`config.mk`:
```
export PLATFORM = sky130hd
export DESIGN_NAME = opcode_sequencer
export DESIGN_NICKNAME = d
export VERILOG_FILES = /design/src/rtl/opcode_pkg.sv /design/src/rtl/sync_edge.sv /design/src/rtl/opcode_sequencer.sv
export SDC_FILE = /design/constraint.sdc
export NUM_CORES = 1
export LEC_CHECK = 0
export ABC_AREA = 1
export BUFFER_PORTS_ARGS = -buffer_cell sky130_fd_sc_hd__buf_4
export CELL_PAD_IN_SITES_DETAIL_PLACEMENT = 1
export CELL_PAD_IN_SITES_GLOBAL_PLACEMENT = 2
export CORE_ASPECT_RATIO = 0.6
export CORE_MARGIN = 8
export CORE_UTILIZATION = 40
export CTS_CLUSTER_DIAMETER = 50
export DETAILED_ROUTE_END_ITERATION = 8
export PLACE_DENSITY = 0.85
export SYNTH_ARGS = -nofsm -noshare
export SYNTH_HDL_FRONTEND = slang
export SYNTH_SLANG_ARGS = --single-unit
```
`constraint.sdc`:
```
create_clock -name clk_i -period 3.38 [get_ports clk_i]
set_input_delay 0.338 -clock clk_i [delete_from_list [all_inputs] [get_ports clk_i]]
set_output_delay 0.338 -clock clk_i [all_outputs]
set_load 0.1 [all_outputs]
```
`src/rtl/opcode_pkg.sv`:
```
// Shared definitions for the opcode sequencer: opcode table, index width and FSM state type.
package opcode_pkg;

    localparam int unsigned NUM_OPCODES = 10;
    localparam int unsigned IDX_W       = 4;
    localparam int unsigned OPC_W       = 4;

    localparam logic [IDX_W-1:0] LAST_IDX = IDX_W'(NUM_OPCODES - 1);

    localparam logic [OPC_W-1:0] OPCODE_TABLE [NUM_OPCODES] = '{
        4'd0, 4'd1, 4'd2, 4'd3, 4'd4, 4'd5, 4'd6, 4'd7, 4'd9, 4'd14
    };

    typedef enum logic [1:0] {
        SELECT = 2'd0,
        START  = 2'd1,
        WAIT   = 2'd2,
        ERROR  = 2'd3
    } state_t;

    // Out-of-range indices map to opcode 0 so the display never shows an unlisted value.
    function automatic logic [OPC_W-1:0] opcode_of(input logic [IDX_W-1:0] idx);
        opcode_of = (idx <= LAST_IDX) ? OPCODE_TABLE[idx] : 4'd0;
    endfunction

endpackage

```
`src/rtl/sync_edge.sv`:
```
// Two-flop synchronizer with rising-edge pulse; the pulse is only armed once the
// synchronized level has been seen low after reset, so a held input yields no event.
module sync_edge (
    input  logic clk_i,
    input  logic rst_ni,
    input  logic d_i,
    output logic level_o,
    output logic pulse_c
);

    logic       meta;
    logic       level_d;
    logic [1:0] fill;
    logic       armed;

    always_ff @(posedge clk_i or negedge rst_ni) begin
        if (!rst_ni) begin
            meta    <= 1'b0;
            level_o <= 1'b0;
            level_d <= 1'b0;
            fill    <= 2'b00;
            armed   <= 1'b0;
        end else begin
            meta    <= d_i;
            level_o <= meta;
            level_d <= level_o;
            fill    <= {fill[0], 1'b1};
            armed   <= armed | (fill[1] & ~level_o);
        end
    end

    assign pulse_c = level_o & ~level_d & armed;

endmodule

```
`src/rtl/opcode_sequencer.sv`:
```
// Opcode selector: manual/automatic stepping through the valid opcode list,
// launch handshake with the ALU datapath and timeout error recovery.
module opcode_sequencer
    import opcode_pkg::*;
#(
    parameter int unsigned AUTO_PERIOD = 50_000_000,
    parameter int unsigned TIMEOUT     = 255
) (
    input  logic             clk_i,
    input  logic             rst_ni,
    input  logic             next_i,
    input  logic             prev_i,
    input  logic             auto_i,
    input  logic             exec_i,
    input  logic             done_i,
    output logic [OPC_W-1:0] opcode_o,
    output logic             start_o,
    output logic             busy_o,
    output logic             error_o
);

    localparam int unsigned AUTO_W = (AUTO_PERIOD > 1) ? $clog2(AUTO_PERIOD) : 1;
    localparam int unsigned TO_W   = (TIMEOUT > 0) ? $clog2(TIMEOUT + 1) : 1;
    localparam logic [AUTO_W-1:0] AUTO_LAST = AUTO_W'(AUTO_PERIOD - 1);
    localparam logic [TO_W-1:0]   TO_LAST   = TO_W'(TIMEOUT - 1);

    logic next_p, prev_p, exec_p, auto_lvl;
    logic next_lvl_unused, prev_lvl_unused, exec_lvl_unused, auto_p_unused;

    sync_edge u_sync_next (.clk_i(clk_i), .rst_ni(rst_ni), .d_i(next_i),
                           .level_o(next_lvl_unused), .pulse_c(next_p));
    sync_edge u_sync_prev (.clk_i(clk_i), .rst_ni(rst_ni), .d_i(prev_i),
                           .level_o(prev_lvl_unused), .pulse_c(prev_p));
    sync_edge u_sync_auto (.clk_i(clk_i), .rst_ni(rst_ni), .d_i(auto_i),
                           .level_o(auto_lvl), .pulse_c(auto_p_unused));
    sync_edge u_sync_exec (.clk_i(clk_i), .rst_ni(rst_ni), .d_i(exec_i),
                           .level_o(exec_lvl_unused), .pulse_c(exec_p));

    state_t            state, state_nxt;
    logic [IDX_W-1:0]  idx, idx_nxt, idx_inc, idx_dec;
    logic [AUTO_W-1:0] auto_cnt, auto_cnt_nxt;
    logic [TO_W-1:0]   to_cnt, to_cnt_nxt;

    assign idx_inc = (idx == LAST_IDX) ? '0 : idx + IDX_W'(1);
    assign idx_dec = (idx == '0) ? LAST_IDX : idx - IDX_W'(1);

    always_ff @(posedge clk_i or negedge rst_ni) begin
        if (!rst_ni) begin
            state    <= SELECT;
            idx      <= '0;
            auto_cnt <= '0;
            to_cnt   <= '0;
            opcode_o <= '0;
            start_o  <= 1'b0;
            busy_o   <= 1'b0;
            error_o  <= 1'b0;
        end else begin
            state    <= state_nxt;
            idx      <= idx_nxt;
            auto_cnt <= auto_cnt_nxt;
            to_cnt   <= to_cnt_nxt;
            opcode_o <= opcode_of(idx_nxt);
            start_o  <= (state_nxt == START);
            busy_o   <= (state_nxt == WAIT);
            error_o  <= (state_nxt == ERROR);
        end
    end

    // Next-state logic; exec outranks any index movement while selecting.
    always_comb begin
        state_nxt    = state;
        idx_nxt      = idx;
        auto_cnt_nxt = auto_cnt;
        to_cnt_nxt   = to_cnt;

        if (!auto_lvl) begin
            auto_cnt_nxt = '0;
        end

        case (state)
            SELECT: begin
                if (exec_p) begin
                    state_nxt = START;
                end else if (auto_lvl) begin
                    if (auto_cnt == AUTO_LAST) begin
                        auto_cnt_nxt = '0;
                        idx_nxt      = idx_inc;
                    end else begin
                        auto_cnt_nxt = auto_cnt + AUTO_W'(1);
                    end
                end else if (next_p && !prev_p) begin
                    idx_nxt = idx_inc;
                end else if (prev_p && !next_p) begin
                    idx_nxt = idx_dec;
                end
            end
            START: begin
                to_cnt_nxt = '0;
                state_nxt  = WAIT;
            end
            WAIT: begin
                if (done_i) begin
                    state_nxt = SELECT;
                end else begin
                    to_cnt_nxt = to_cnt + TO_W'(1);
                    if (to_cnt == TO_LAST) begin
                        state_nxt = ERROR;
                    end
                end
            end
            ERROR: begin
                if (exec_p) begin
                    state_nxt = SELECT;
                end
            end
            default: state_nxt = SELECT;
        endcase
    end

endmodule

```
Yosys cells after proc, flatten, opt, wreduce, memory -nomap -nowiden
Memories as Yosys holds them, arrays and structs flattened.
Cells that the tools add are included.
{ "op_classes": {"eq_ne": 10, "addsub": 4, "n_reduce_logical": 8, "order_cmp": 2, "mux": 23, "bitwise": 19} }
{ "ops": {"columns": ["op", "n"], "rows": [
  ["$mux 26", 5],
  ["$mux 4", 11],
  ["$add 26x1->26 const B", 1],
  ["$eq 26x26->1 const B", 1],
  ["$pmux 8 s2", 1],
  ["$and 1x1->1", 9],
  ["$add 8x1->8 const B", 1],
  ["$eq 2x2->1 const B", 4],
  ["$eq 8x8->1 const B", 1],
  ["$mux 2", 4],
  ["$mux 8", 1],
  ["$pmux 2 s4", 1],
  ["$not 1->1", 6],
  ["$ge 5x5->1 const B", 1],
  ["$not 4->5", 1],
  ["$add 4x1->4 const B", 1],
  ["$eq 2x1->1 const B", 2],
  ["$eq 4x4->1 const B", 1],
  ["$le 4x4->1 const B", 1],
  ["$logic_not 4->1", 1],
  ["$sub 4x1->4 const B", 1],
  ["$or 1x1->1", 3],
  ["$logic_and 1x1->1", 2],
  ["$logic_not 1->1", 2],
  ["other kinds (4)", 4]
]} }
{ "word_totals": {"out_inout_bits": 7, "memories": 1, "register_bits": 67, "wordCells": 92, "mem_bits_ro": 64, "input_bits": 7} }
{ "memory_table": {"columns": ["name", "words", "width", "read_ports", "rd_clocked_by_memory_dff", "wr", "line_no", "rtl"], "rows": [
  ["(name not given)", 16, 4, 1, 0, 0, "opcode_pkg.sv:23", "opcode_of = (idx <= LAST_IDX) ? OPCODE_TABLE[idx] : 4'd0;"]
]} }

Longest topological paths before layout
Gate-level depths: netlist of the first run.
{ "depth": {"depth_word": 15, "ltp_mapped": 17, "depth_no_buf": 17} }

Hierarchy
From an unflattened synthesis of the first run, not the netlist that was laid out.
{ "unflattened": {"cells_unflattened": 465, "hier_area_um2": 3677.3} }
{ "by_module_without_submodules": {"columns": ["module", "seq_area_each_um2", "n_inst", "cells_per_inst", "area_per_inst_um2"], "rows": [
  ["opcode_sequencer", 1176.1, 1, 413, 2961.6],
  ["sync_edge", 150.1, 4, 13, 178.9]
]} }

Worst setup path after synthesis of the first run
Ideal clock, no wire load.
{ "synth_timing": {"path_kind": "flip-flop to flip-flop", "from": "register idx[0]", "to": "register opcode_o[1]", "n_path_buf": 0, "required_time_ns": 3.267, "path_slack_ns": 1.699, "stages_incl_launch_ff": 13, "t_arrival_ns": 1.568, "synth_period_minus_slack_ns": 1.681, "cell_sequence": "dfrtp_1 -> inv_1 -> ha_1 -> inv_1 -> nand2_1 -> nand2_1 -> nand3_1 -> a21oi_1 -> a21oi_4 -> nand2_2 -> nand2_2 -> nand2_1 -> inv_1"} }
{ "synth_between": {"elab_chain_cells": 12, "word_cells_on_any_way": 18} }
{ "synth_lines": {"columns": ["item", "line_no", "rtl"], "rows": [
  ["from (decl)", "opcode_sequencer.sv:40", "logic [IDX_W-1:0] idx, idx_nxt, idx_inc, idx_dec;"],
  ["from (signal assigned)", "opcode_sequencer.sv:59", "idx <= idx_nxt;"],
  ["$sub 4x1->4 / $logic_not 4->1 (equally long branches)", "opcode_sequencer.sv:45", "assign idx_dec = (idx == '0) ? LAST_IDX : idx - IDX_W'(1);"],
  ["$mux 4", "opcode_sequencer.sv:45", null],
  ["$mux 4", "opcode_sequencer.sv:93", "end else if (prev_p && !next_p) begin"],
  ["$mux 4", "opcode_sequencer.sv:91", "end else if (next_p && !prev_p) begin"],
  ["$mux 4", "opcode_sequencer.sv:84", "end else if (auto_lvl) begin"],
  ["$mux 4", "opcode_sequencer.sv:82", "if (exec_p) begin"],
  ["$mux 4 *", "opcode_sequencer.sv:80", "case (state)"],
  ["$not 4->5 (implied by the code)", "opcode_pkg.sv:23", null],
  ["$mem_v2 16x4", null, null],
  ["$mux 4 (implied by the code) (2 in series)", "opcode_pkg.sv:23", null],
  ["$mux 4 *", "opcode_pkg.sv:23", null],
  ["to (signal assigned)", "opcode_sequencer.sv:62", "opcode_o <= opcode_of(idx_nxt);"],
  ["to (decl)", "opcode_sequencer.sv:16", "output logic [OPC_W-1:0] opcode_o,"]
]} }
Mark *: on every way between the ends. The rest lies on a longest branch, timed or not. The select of a mux whose other input is x is not followed.
A chain may end at the register's enable or synchronous reset.

Worst setup path in the final report of the first run
{ "layout_timing": {"from": "register u_sync_exec.level_o", "to": "register auto_cnt[4]"} }
{ "layout_between": {"elab_chain_cells": 4} }
{ "layout_lines": {"columns": ["item", "line_no", "rtl"], "rows": [
  ["from (decl)", "sync_edge.sv:7", "output logic level_o,"],
  ["from (signal assigned)", "sync_edge.sv:25", "level_o <= meta;"],
  ["$and 1x1->1 (2 in series)", "sync_edge.sv:32", "assign pulse_c = level_o & ~level_d & armed;"],
  ["$mux 26", "opcode_sequencer.sv:82", null],
  ["$mux 26", "opcode_sequencer.sv:80", null],
  ["net auto_cnt_nxt[4]", "opcode_sequencer.sv:41", "logic [AUTO_W-1:0] auto_cnt, auto_cnt_nxt;"],
  ["to (signal assigned)", "opcode_sequencer.sv:60", "auto_cnt <= auto_cnt_nxt;"],
  ["to (decl)", "opcode_sequencer.sv:41", null]
]} }
The timed path passes the listed nets, and every way through them passes these cells.

==> results of run 1 <==
-- metal layers --
layer	share of wire (%)	track usage [%]
met1	54	22.3
met2	41	24.9
met3	3.7	4.46
met4	0.99	5.04
met5	0	0
-- cells in the mapped netlist (3+ instances only) --
master | count | area, um2
inv_2 | 11 | 41.3
nand2_4 | 6 | 67.6
nand3_1 | 40 | 200
a21oi_1 | 16 | 80.1
nor2_4 | 5 | 56.3
nor2_2 | 7 | 43.8
o31ai_1 | 3 | 22.5
dfrtp_1 | 63 | 1580
nor2_1 | 45 | 169
nand3_2 | 4 | 40.0
o21ai_1 | 8 | 40.0
o22ai_1 | 8 | 50.1
o211ai_1 | 3 | 22.5
nand4_1 | 8 | 50.1
ha_1 | 7 | 87.6
nor4_1 | 4 | 25.0
inv_1 | 58 | 218
xor2_1 | 5 | 43.8
nand2_2 | 8 | 50.1
nor3_1 | 8 | 40.0
o21ai_0 | 17 | 85.1
nand2_1 | 91 | 342
-- registers in the layout (all words and copies together), names as in the netlist, 2 cells and up --
| signal | cells |
|---|---|
| auto_cnt | 26 |
| idx | 4 |
| opcode_o | 4 |
| state | 2 |
| to_cnt | 8 |
| u_sync_exec.fill | 2 |
-- kinds of logic (layout without fill, tap and decap cells) --
family / count (synthesis) / count (layout) / share of synthesized area [%]
DFF: 63 / 63 / 43.7
other: 1 / 1 / 0.104
and+or+nand+nor: 232 / 232 / 32.1
adders and majority gates: 7 / 7 / 2.43
buffers and inverters: 76 / 98 / 8.63
xor gates and xnor gates: 7 / 7 / 1.70
AOI/OAI and AO/OA: 68 / 68 / 11.4
-- report_power, final --
group	internal (W)	leakage, nW	switching [W]
Clock	0.000574	0.135	0.000362
Combinational	0.000285	0.970	0.000823
Sequential	0.000864	0.809	0.0000973
-- stage by stage --
step / setup slack [ns] / instance area (um2) / total power [W]
after global placement: 0.910 / 3790 / 0.00205
final: 0.895 / 4090 / 0.00300
after global routing: 0.708 / 4090 / 0.00319
after CTS: 0.873 / 4090 / 0.00304
after detailed placement: 0.913 / 3790 / 0.00208
after floorplan: 1.70 / 3610 / 0.00181
-- layout make-up --
cell class	count	area (um2)	share of cell area [%]
clock buffer	10	229	5.59
clock inverter	6	70.1	1.71
inverter	69	259	6.33
multi-input combinational	315	1720	42.0
sequential	63	1580	38.5
tap	112	140	3.42
timing repair buffer	13	97.6	2.38
-- worst reg2reg max path: cells and delay by family, from the launching register on --
| family | cells | cell delay, ns |
|---|---|---|
| AOI/OAI and AO/OA | 2 | 0.45 |
| and+or+nand+nor | 3 | 0.92 |
| DFF | 1 | 0.37 |
| buffers and inverters | 4 | 0.68 |
-- worst min path at each step --
stage | depth (start not counted) | slack (ns) | endpoint
after floorplan | 0 | 0.04 | auto_cnt[0]
after global placement | 0 | 0.33 | u_sync_next.level_o
after detailed placement | 0 | 0.34 | u_sync_next.level_o
after CTS | 1 | 0.1 | u_sync_next.meta
after global routing | 1 | 0.1 | u_sync_auto.meta
final | 1 | 0.10 | auto_cnt[1]
==> impl_metrics.csv, run 1 <==
group,metric,value,unit
run_status,status,"complete, no violations",
worst_hold_path,hp-class,"in -> async",
run,maxCapViolCount,0,
synthesis,synth_edf_count,0,
critical_path,path_cells,"inv_1 > nor3_1 > inv_1 > nand2_1 > inv_2 > nor2_4 > inv_1 > o21ai_0 > a21boi_0",
critical_path,r2r_cells,9,
critical_path,crit_type,"reg -> reg",
synthesis,ys.warnings.count,0,
final_layout,diodes,0,
clock_tree,ctsResizeCount,0,
critical_path,arrival,2.74,ns
die,start_util,41.9,%
final_layout,final_cell_mix,"91 x nand2_1, 63 x dfrtp_1, 58 x inv_1, 45 x nor2_1, 40 x nand3_1",
die,dieWidth,139,um
timing,rsz0062_at_grt,"false",
critical_path,crit_path_end,"auto_cnt[4]",
critical_path,startpoint_type,"register",
die,dieHeight,89.6,um
clock_tree,holdBufCountCts,0,
final_layout,layout.cells.non_filler,588,
synthesis,ys_ff_latch,63,
clock_tree,root_buffer,"clkbuf_16",
final_layout,drive_above_1_share,15.8,%
timing,hold_viol,0,
timing,slew_headroom,43.9,%
detailed_routing,drc,0,
die,design.core.area,8620,um2
grt,grt.total_usage,16.3,%
critical_path,worst_setup_path_end_kind,"register",
pwr,power_density,734,nW/um2
synthesis,synth_ff_type,"dfrtp_1",
timing,finalHoldWorstSlack,0.101,ns
synthesis,yosysSeqAreaShare,43.7,%
clock_tree,clkTransAtPathRegs,0.06,ns
critical_path,crit_path_max_fanout,14,
synthesis,netlist_instances,454,
die,io-pin-count,14,
critical_path,cp_data_required_time,3.63,ns
clock_tree,clockBufferDepth,2,
pwr,p_leak,1.91,nW
clock_tree,numCtsBuffers,9,
timing,final-max-slew-violation-count,0,
grt,antenna_found_initial,0,
timing,fin_skew,0.00705,ns
placement,dp_hpwl,6.97,mm
detailed_routing,avgViaCountPerCell,5.16,
final_layout,final_common_cell,"nand2_1",
clock_tree,cts_tree,"yes",
detailed_routing,routedWlPerCell,16.3,um
final_layout,fin_nets,485,
placement,dp.cells,572,
clock_tree,clk_latency,0.33,ns
synthesis,synth_cell_type_count,45,
grt,grt_pass1_wl,16.3,mm
timing,setup_viol,0,
clock_tree,h-tree-depth,3,
critical_path,slowest_delay,0.37,ns
detailed_routing,dr_total_vias,3037,
synthesis,syn_avg_cell_area,7.95,um2
critical_path,crit_top_cell,"inv_1",
final_layout,nFillCells,1047,
grt,grt_overflow,0,
timing,tightest_slew,0.841,ns
timing,fmax,402,MHz
critical_path,cp_top_family,"simple AND/OR/NAND/NOR gates",
placement,port-buffer-count,13,
synthesis,syn_area,3610,um2
detailed_routing,drtIter0Drc,143,
critical_path,critPathSlowestCell,"dfrtp_1",
clock_tree,postCtsSetupBuffers,0,
critical_path,r2r_end,"auto_cnt[4]",
critical_path,crit_buf_inv,4,
critical_path,crit_cells,9,
pwr,ir_worst_vdd,0.000780,V
critical_path,r2r-start,"u_sync_exec.level_o",
synthesis,syn-num-nets,468,
detailed_routing,ant_nets,0,
detailed_routing,first_pass_iters,4,
final_layout,area_growth,13.4,%
clock_tree,cts_sinks,63,
synthesis,async_flop_share,100,%
timing,period_share,73.5,%
detailed_routing,drt-total-wl,9.56,mm
timing,setup_tns,0,ns
final_layout,fin_util,47.5,%
grt,grt_pass1_vias,3232,
die,placementRows,26,
die,dieArea,12400,um2
placement,globalplace.congestion,0.793,
timing,period_minus_slack,2.48,ns
grt,grt_max_degree,64,
critical_path,reg2reg_slack,0.90,ns
critical_path,crit_start,"u_sync_exec.level_o",
Note: power is estimated with default switching activity, not from simulation.
==> inputs of run 2 (changes only) <==
--- a/config.mk
+++ b/config.mk
@@ -11,10 +11,10 @@
 export CELL_PAD_IN_SITES_GLOBAL_PLACEMENT = 2
 export CORE_ASPECT_RATIO = 0.6
 export CORE_MARGIN = 8
-export CORE_UTILIZATION = 40
+export CORE_UTILIZATION = 37
 export CTS_CLUSTER_DIAMETER = 50
 export DETAILED_ROUTE_END_ITERATION = 8
-export PLACE_DENSITY = 0.85
+export PLACE_DENSITY = 0.8
 export SYNTH_ARGS = -nofsm -noshare
 export SYNTH_HDL_FRONTEND = slang
 export SYNTH_SLANG_ARGS = --single-unit
==> constraint.sdc (replaced) <==
create_clock -name clk_i -period 2.4 [get_ports clk_i]
set_input_delay 0.24 -clock clk_i [delete_from_list [all_inputs] [get_ports clk_i]]
set_output_delay 0.24 -clock clk_i [all_outputs]
set_load 0.1 [all_outputs]
==> impl_metrics.csv, run 2 (same netlist as run 1, synthesis figures left out) <==
group,metric,value,unit
run_status,status,"finished with violations",
run_status,violations,"hold timing",
critical_path,cp_data_required_time,2.62,ns
timing,tightest_slew,0.824,ns
placement,place_ws,0.0770,ns
final_layout,final_cell_mix,"91 x nand2_1, 63 x dfrtp_1, 57 x inv_1, 45 x nor2_1, 40 x nand3_1",
placement,globalplace.congestion,0.793,
critical_path,crit_type,"reg -> reg",
timing,period_share,87.5,%
timing,fin_ws,0.301,ns
detailed_routing,first_pass_iters,4,
critical_path,critPathSlowestCell,"dfrtp_1",
die,placementRows,28,
timing,period_minus_slack,2.10,ns
critical_path,crit_path_max_fanout,5,
critical_path,crit_top_cell,"nor2_1",
clock_tree,clk_latency,0.33,ns
final_layout,final_common_cell,"nand2_1",
final_layout,largest_register_ffs,26,
timing,setup_tns,0,ns
grt,grt_pass1_wl,16.5,mm
final_layout,nFillCells,1198,
timing,slew_headroom,45.1,%
timing,finalHoldWorstSlack,-0.00259,ns
timing,fmax,476,MHz
clock_tree,cts_sinks,63,
timing,rsz0062_at_grt,"false",
detailed_routing,routedWlPerCell,15.7,um
detailed_routing,drtIter0Drc,168,
final_layout,fin_nets,495,
grt,grt.total_usage,16.0,%
clock_tree,numCtsBuffers,9,
critical_path,r2r_cells,9,
grt,grt_max_degree,64,
final_layout,diodes,0,
grt,grt_overflow,0,
critical_path,path_cells,"ha_1 > nand3_1 > nor2_1 > nand4_1 > nor2_2 > inv_2 > nor3b_1 > o21a_1 > nor2_1",
critical_path,worst_setup_path_end_kind,"register",
clock_tree,clkTransAtPathRegs,0.06,ns
clock_tree,h-tree-depth,3,
timing,hold_viol,1,
die,start_util,37.3,%
pwr,ir_worst_vdd,0.000738,V
die,dieArea,13300,um2
critical_path,r2r_end,"auto_cnt[16]",
die,dieHeight,92.5,um
detailed_routing,avgViaCountPerCell,5.00,
critical_path,r2r-start,"auto_cnt[1]",
critical_path,cp_top_family,"simple AND/OR/NAND/NOR gates",
clock_tree,cts_tree,"yes",
timing,fin_skew,0.00768,ns
timing,setup_viol,0,
worst_hold_path,hp-class,"in -> async",
die,dieWidth,143,um
critical_path,reg2reg_slack,0.30,ns
detailed_routing,ant_nets,0,
grt,grt_pass1_vias,3129,
critical_path,startpoint_type,"register",
placement,dp_hpwl,7.29,mm
final_layout,drive_above_1_share,17.7,%
clock_tree,clockBufferDepth,2,
grt,antenna_found_initial,0,
critical_path,slowest_delay,0.38,ns
final_layout,reg_top3,"auto_cnt (26), to_cnt (8)",
detailed_routing,drt-total-wl,9.72,mm
timing,final-max-slew-violation-count,0,
pwr,p_leak,1.97,nW
die,design.core.area,9670,um2
detailed_routing,dr_total_vias,3106,
final_layout,regMostFlops,"auto_cnt",
placement,port-buffer-count,13,
die,io-pin-count,14,
detailed_routing,drc,0,
clock_tree,root_buffer,"clkbuf_16",
pwr,power_density,1030,nW/um2
final_layout,area_growth,17.2,%
run,maxCapViolCount,0,
critical_path,crit_buf_inv,1,
critical_path,arrival,2.32,ns
run 2: cell types whose count changed in the layout (fill, tap and decap cells not counted), sizes merged:
cell | before | now
buf | 13 | 22
inv | 70 | 69
bufinv | 1 | 2
dlygate4sd3 | 0 | 1
clkinvlp | 3 | 4
clkbuf | 10 | 9
run 2: metal layers:
metal,part of all wire [%],vias up,wire (um),global-route usage [%]
li1,-,1534,-,-
met1,55,1536,5360,23.6
met2,41,31,4000,22.4
met3,3.0,5,287,4.16
met4,0.70,0,68,4.18
met5,0,-,0,0
run 2: final cells by class:
| cell class | count | area, um2 | share of cell area [%] |
|---|---|---|---|
| Timing Repair Buffer | 23 | 175 | 4.14 |
| Inverter | 69 | 263 | 6.21 |
| Tap cell | 135 | 169 | 3.99 |
| Clock buffer | 9 | 225 | 5.32 |
| Multi-Input combinational cell | 315 | 1730 | 40.8 |
| Clock inverter | 7 | 96.3 | 2.28 |
| Sequential cell | 63 | 1580 | 37.3 |
run 2: power breakdown:
group	leakage [nW]	internal (W)	switching, W
logic	1.02	0.000452	0.00116
registers	0.809	0.00122	0.000128
clock network	0.148	0.000910	0.000502
run 2: worst max path at each step:
| stage | start | to | slack, ns | cells after the start |
|---|---|---|---|---|
| after CTS | u_sync_exec.level_o | auto_cnt[4] | 0.06 | 9 |
| final | auto_cnt[1] | auto_cnt[16] | 0.30 | 9 |
| after global placement | u_sync_exec.level_o | auto_cnt[4] | 0.03 | 9 |
| after detailed placement | u_sync_exec.level_o | auto_cnt[4] | 0.08 | 9 |
| after floorplan | idx[0] | opcode_o[1] | 0.72 | 12 |
| after global routing | u_sync_exec.level_o | auto_cnt[4] | 0.05 | 10 |
run 2: what timing repair did:
| item | CTS | global route |
|---|---|---|
| setup buffers | 0 | 4 |
| gates resized for setup | 0 | 2 |
| hold endpoints to repair | 0 | 1 |
| endpoints found under the setup margin | 0 | 16 |
| hold buffers | 0 | 1 |
run 2: stage by stage:
step	util [%]	hold WS [ns]	total power (W)	instances	cell area, um2
3_5_place_dp	39.9	0.336	0.00294	600	3860
3_3_place_gp	39.9	0.334	0.00292	600	3860
4_1_cts	43.2	0.00452	0.00438	616	4180
5_1_grt	43.8	0.00433	0.00465	621	4230
2_1_floorplan	-	-0.0556	0.00255	454	3610
6_report	43.8	-0.00259	0.00437	621	4230
